### src/rtl/systolic_gemm_engine.sv
// Output-stationary ARRAY_SIZE x ARRAY_SIZE systolic GEMM: C = A*B in fixed point, with
// skewed operand feed, shift/saturate conversion, optional ReLU and cross-run accumulation.
module systolic_gemm_engine #(
    parameter int ARRAY_SIZE   = 2,
    parameter int K_DEPTH      = 2,
    parameter int DATA_WIDTH   = 16,
    parameter int WEIGHT_WIDTH = 8,
    parameter int ACCUM_WIDTH  = 32,
    parameter int FRAC_SHIFT   = 6
) (
    input  logic                                     clk,
    input  logic                                     rst_n,
    input  logic                                     start,
    input  logic                                     acc_en,
    input  logic                                     relu_en,
    input  logic [DATA_WIDTH*ARRAY_SIZE*K_DEPTH-1:0]   matrix_a_flat,
    input  logic [WEIGHT_WIDTH*K_DEPTH*ARRAY_SIZE-1:0] matrix_b_flat,
    output logic                                     busy,
    output logic                                     done,
    output logic                                     result_valid,
    output logic [DATA_WIDTH*ARRAY_SIZE*ARRAY_SIZE-1:0] result_flat,
    output logic                                     overflow
);

    localparam int N              = ARRAY_SIZE;
    localparam int K              = K_DEPTH;
    localparam int PW             = DATA_WIDTH + WEIGHT_WIDTH;
    localparam int COMPUTE_CYCLES = K + 2 * N - 2;
    localparam int CW             = $clog2(COMPUTE_CYCLES + 1);
    localparam logic signed [ACCUM_WIDTH-1:0] SAT_MAX =
        {{(ACCUM_WIDTH-DATA_WIDTH+1){1'b0}}, {(DATA_WIDTH-1){1'b1}}};
    localparam logic signed [ACCUM_WIDTH-1:0] SAT_MIN = ~SAT_MAX;

    typedef enum logic [1:0] {IDLE, COMPUTE, CONVERT} state_t;
    state_t state_q, state_d;

    logic signed [DATA_WIDTH-1:0]   a_cap  [N][K];
    logic signed [WEIGHT_WIDTH-1:0] b_cap  [K][N];
    logic signed [DATA_WIDTH-1:0]   a_pipe [N][N];
    logic signed [WEIGHT_WIDTH-1:0] b_pipe [N][N];
    logic signed [DATA_WIDTH-1:0]   a_in   [N][N];
    logic signed [WEIGHT_WIDTH-1:0] b_in   [N][N];
    logic signed [PW-1:0]           prod   [N][N];
    logic signed [ACCUM_WIDTH-1:0]  acc    [N][N];
    logic signed [DATA_WIDTH-1:0]   feed_a [N];
    logic signed [WEIGHT_WIDTH-1:0] feed_b [N];
    logic signed [ACCUM_WIDTH-1:0]  shifted;
    logic [DATA_WIDTH-1:0]          elem;
    logic [DATA_WIDTH*N*N-1:0]      conv_flat;
    logic [CW-1:0]                  cnt;
    logic                           relu_q;
    logic                           accept;
    logic                           last_compute;
    logic                           any_sat;

    // The done cycle is already IDLE, but a start there must still be ignored.
    assign accept       = (state_q == IDLE) && start && !done;
    assign last_compute = (cnt == CW'(COMPUTE_CYCLES - 1));
    assign busy         = (state_q != IDLE);

    always_ff @(posedge clk or negedge rst_n) begin
        if (!rst_n) state_q <= IDLE;
        else        state_q <= state_d;
    end

    always_comb begin
        state_d = state_q;
        case (state_q)
            IDLE:    if (accept) state_d = COMPUTE;
            COMPUTE: if (last_compute) state_d = CONVERT;
            CONVERT: state_d = IDLE;
            default: state_d = IDLE;
        endcase
    end

    // Edge feeds: row i gets A[i][cnt-i], column j gets B[cnt-j][j], zero outside the matrix.
    always_comb begin
        for (int i = 0; i < N; i++) begin
            feed_a[i] = '0;
            feed_b[i] = '0;
            for (int k = 0; k < K; k++) begin
                if (int'(cnt) == i + k) feed_a[i] = a_cap[i][k];
                if (int'(cnt) == i + k) feed_b[i] = b_cap[k][i];
            end
        end
    end

    always_comb begin
        for (int i = 0; i < N; i++) begin
            a_in[i][0] = feed_a[i];
            b_in[0][i] = feed_b[i];
            for (int j = 1; j < N; j++) begin
                a_in[i][j] = a_pipe[i][j-1];
                b_in[j][i] = b_pipe[j-1][i];
            end
        end
        for (int i = 0; i < N; i++)
            for (int j = 0; j < N; j++)
                prod[i][j] = PW'(a_in[i][j]) * PW'(b_in[i][j]);
    end

    always_comb begin
        conv_flat = '0;
        any_sat   = 1'b0;
        shifted   = '0;
        elem      = '0;
        for (int i = 0; i < N; i++) begin
            for (int j = 0; j < N; j++) begin
                shifted = acc[i][j] >>> FRAC_SHIFT;
                if (shifted > SAT_MAX) begin
                    elem    = SAT_MAX[DATA_WIDTH-1:0];
                    any_sat = 1'b1;
                end else if (shifted < SAT_MIN) begin
                    elem    = SAT_MIN[DATA_WIDTH-1:0];
                    any_sat = 1'b1;
                end else begin
                    elem = shifted[DATA_WIDTH-1:0];
                end
                if (relu_q && elem[DATA_WIDTH-1]) elem = '0;
                conv_flat[(i*N+j)*DATA_WIDTH +: DATA_WIDTH] = elem;
            end
        end
    end

    always_ff @(posedge clk or negedge rst_n) begin
        if (!rst_n) begin
            cnt          <= '0;
            relu_q       <= 1'b0;
            done         <= 1'b0;
            result_valid <= 1'b0;
            overflow     <= 1'b0;
            result_flat  <= '0;
            for (int i = 0; i < N; i++) begin
                for (int k = 0; k < K; k++) begin
                    a_cap[i][k] <= '0;
                    b_cap[k][i] <= '0;
                end
                for (int j = 0; j < N; j++) begin
                    a_pipe[i][j] <= '0;
                    b_pipe[i][j] <= '0;
                    acc[i][j]    <= '0;
                end
            end
        end else begin
            done <= 1'b0;
            case (state_q)
                IDLE: begin
                    if (accept) begin
                        cnt          <= '0;
                        relu_q       <= relu_en;
                        result_valid <= 1'b0;
                        overflow     <= 1'b0;
                        for (int i = 0; i < N; i++) begin
                            for (int k = 0; k < K; k++) begin
                                a_cap[i][k] <= matrix_a_flat[(i*K+k)*DATA_WIDTH +: DATA_WIDTH];
                                b_cap[k][i] <= matrix_b_flat[(k*N+i)*WEIGHT_WIDTH +: WEIGHT_WIDTH];
                            end
                            for (int j = 0; j < N; j++) begin
                                a_pipe[i][j] <= '0;
                                b_pipe[i][j] <= '0;
                                if (!acc_en) acc[i][j] <= '0;
                            end
                        end
                    end
                end
                COMPUTE: begin
                    cnt <= cnt + CW'(1);
                    for (int i = 0; i < N; i++) begin
                        for (int j = 0; j < N; j++) begin
                            a_pipe[i][j] <= a_in[i][j];
                            b_pipe[i][j] <= b_in[i][j];
                            acc[i][j]    <= acc[i][j] + ACCUM_WIDTH'(prod[i][j]);
                        end
                    end
                end
                CONVERT: begin
                    result_flat  <= conv_flat;
                    result_valid <= 1'b1;
                    overflow     <= any_sat;
                    done         <= 1'b1;
                end
                default: ;
            endcase
        end
    end

endmodule

### config.mk
export PLATFORM = sky130hd
export DESIGN_NAME = systolic_gemm_engine
export DESIGN_NICKNAME = d
export VERILOG_FILES = /design/src/rtl/systolic_gemm_engine.sv
export SDC_FILE = /design/constraint.sdc
export NUM_CORES = 2
export LEC_CHECK = 0
export CAP_MARGIN = 20
export CORE_MARGIN = 5
export CORE_UTILIZATION = 65
export CTS_CLUSTER_SIZE = 10
export DETAILED_ROUTE_END_ITERATION = 16
export GPL_TIMING_DRIVEN = 0
export PLACE_DENSITY = 0.85
export SLEW_MARGIN = 5
export SYNTH_ARGS = -nofsm -noshare
export SYNTH_HDL_FRONTEND = slang
export SYNTH_SLANG_ARGS = --single-unit
export TNS_END_PERCENT = 20
### constraint.sdc
create_clock -name clk -period 15.3 [get_ports clk]
set_clock_uncertainty 0.1 [all_clocks]
set_input_delay 1.53 -clock clk [delete_from_list [all_inputs] [get_ports clk]]
set_output_delay 1.53 -clock clk [all_outputs]
set_load 0.005 [all_outputs]
==> results.yml <==
sta:
  rsz0062_at_grt: "no"
  finalHoldViolCount: 0
  drv_slew: 0
  finalSetupViolCount: 0
  fmax_ghz: 0.115
  fin_ws_ns: 6.62
  slew_headroom: 0.0423
  tns_ns: 0
  fin_crit_ns: 8.68
  tightest_slew_ns: 1.44
  fin_crit_sh: 0.568
synthesis:
  synth_fp_nets: 5068
  seq_area_frac_synth: 0.223
  yosysUniqueCellTypes: 74
  synth_area_sq_um: 38600
  synth_warnings: 0
  synthCells: 4042
  synth_edf_count: 0
  ys.flop_type: "dfrtp_1"
  synth-seq-cells: 345
  synth_async_sr_flop_share: 1.00
  synth.avg_cell_area_sq_um: 9.56
cells_and_area:
  syn_to_final_growth_pct: 11.2
  layout_commonest_cell: "nand2_1"
  fin_nets: 5298
  drive_gt1_frac: 0.0242
  final_core_util: 0.730
  final_cell_mix: "nand2_1 (675), fa_1 (640), inv_1 (564)"
clock_tree:
  hold_buffers: 0
  clkTransAtPathRegs_ns: 0.06
  clkLatencyLatePin_ns: 0.61
  cts.sinks: 345
  root_buffer: "clkbuf_16"
  cts_tree: "done"
  cts_buffer_depth: 3
  cts_resized: 0
  postCtsSetupBuffers: 0
  cts_buffers: 44
  cts_max_level: 2
global_route:
  grt_remaining_overflow: 0
  antenna_found_initial: 3
  grt.total_usage: 0.353
  grt_pass1_wl_mm: 177
  grt_pass1_vias: 33000
  grt_max_degree: 77
route:
  drtIter0Drc: 2845
  drtAntennaViolNets: 0
  drt_first_pass_iters: 6
  drc: 0
  route.vias.total: 30900
  avgViaCountPerCell: 6.10
  drt_wl_total_mm: 111
  post_drt_wl_per_cell_microns: 21.9
critical_path:
  crit_end: "acc[88]"
  regToRegEndpoint: "acc[88]"
  r2r-start: "cnt[1]"
  startpoint: "cnt[1]"
  crit_type: "flip-flop to flip-flop"
  reg2reg_setup_slack_ns: 6.62
  crit_slowest_cell: "a22o_1"
  path_max_fanout: 10
  required_ns: 15.66
  cp.arrival_ns: 9.04
  cp-start-kind: "flip-flop"
  max_stage_delay_ns: 0.54
  rr_worst_depth: 29
  endpoint_kind: "flip-flop"
placed_design:
  numPortBuffers: 168
  place_ws_ns: 6.76
  dp_hpwl_mm: 87.0
  gp_congestion: 0.969
floorplanning:
  io_pins: 169
  die_h_microns: 254
  rows: 89
  dieArea_sq_um: 64400
  coreArea_sq_um: 58900
  dieWidth_microns: 254
  start_util: 0.656
worst_hold_path:
  hp-class: "flip-flop to flip-flop"
run:
  max_cap_violations: 0
run_status:
  status: "finished clean"
## worst min path at each step
stage	slack [ns]	end	start	cells past startpoint
after detailed placement	0.36	result_flat[47]	result_flat[47]	2
after floorplan	0.35	a_cap[10]	a_cap[10]	2
after global placement	0.36	result_flat[31]	result_flat[31]	2
after global routing	0.39	a_cap[5]	a_cap[5]	2
after CTS	0.38	result_flat[47]	result_flat[47]	2
final	0.37	result_flat[47]	result_flat[47]	2
## cells in the mapped netlist (4+ instances only)
cell type / count / area (sq um)
nand2_1: 675 / 2530
fa_1: 640 / 12800
inv_1: 564 / 2120
dfrtp_1: 345 / 8630
ha_1: 285 / 3570
nor2_1: 237 / 890
o21ai_0: 196 / 981
and2_1: 158 / 988
clkbuf_1: 140 / 526
a21oi_1: 87 / 435
nand3_1: 75 / 375
xnor2_1: 62 / 543
nor2b_1: 61 / 382
xor2_1: 53 / 464
o22ai_1: 48 / 300
a21o_1: 46 / 345
a22o_1: 45 / 394
nand2b_1: 40 / 250
a22oi_1: 33 / 248
o21bai_1: 23 / 173
a211oi_1: 19 / 143
buf_1: 19 / 71.3
a31oi_1: 14 / 87.6
nand4_1: 14 / 87.6
nor4_1: 14 / 87.6
o31ai_1: 14 / 105
nor3_1: 12 / 60.1
o211ai_1: 11 / 82.6
and3_1: 9 / 56.3
or3_1: 9 / 56.3
nand3b_1: 7 / 52.6
o21a_1: 6 / 45.0
o21ai_1: 5 / 25.0
or2_2: 5 / 31.3
a221o_1: 4 / 40.0
a32o_1: 4 / 40.0
mux2i_1: 4 / 40.0
## logic make-up after synthesis
group           share of synthesized area
flops                               0.223
mux                               0.00162
fa+ha+maj                           0.424
compound gates                      0.100
simple gates                        0.154
xor+xnor                           0.0261
buf+inv                            0.0709
## area by class of cell
type                       count  area [sq um]
timing repair buffer         184          2000
fill                        4112         15900
clock inverter                11           166
buffer                       162           618
sequential                   345          8630
inverter                     565          2120
tap                          773           967
multi-input combinational   2970         27300
antenna                        3          7.51
clock buffer                  56          1190
## per-stage QoR
| step | cells | hold WS [ns] | instance area [sq um] |
|---|---|---|---|
| 2_1_floorplan | 4042 | 0.346 | 38600 |
| 3_3_place_gp | 4983 | 0.358 | 41300 |
| 3_5_place_dp | 4995 | 0.363 | 41600 |
| 4_1_cts | 5062 | 0.376 | 42900 |
| 5_1_grt | 5066 | 0.389 | 43000 |
| 6_report | 5069 | 0.373 | 43000 |
## sequential cells by signal, indices dropped and copies added, names as in the netlist
register	count
acc	128
a_cap	64
result_flat	64
a_in	32
b_cap	32
b_in	16
cnt	3
state_q	2
done	1
overflow	1
relu_q	1
result_valid	1
## metal layers
layer | global-route usage | up-vias | share of wire
met3 | 0.0897 | 445 | 0.10
met5 | 0 | - | 0.00016
met4 | 0.200 | 4 | 0.071
met1 | 0.442 | 15400 | 0.36
met2 | 0.567 | 1714 | 0.47
li1 | - | 13300 | -
## critical path: cells and delay by family (launching register included)
kind            cells  cell delay [ns]
fa+ha+maj           8             2.92
compound gates      9             2.60
buf+inv             8             1.88
simple gates        3             0.46
flops               1             0.40
xor+xnor            1             0.16
Power is left out: the tool's default activity adds up to more than one toggle a clock period on the data nets, which glitch-free logic cannot reach.
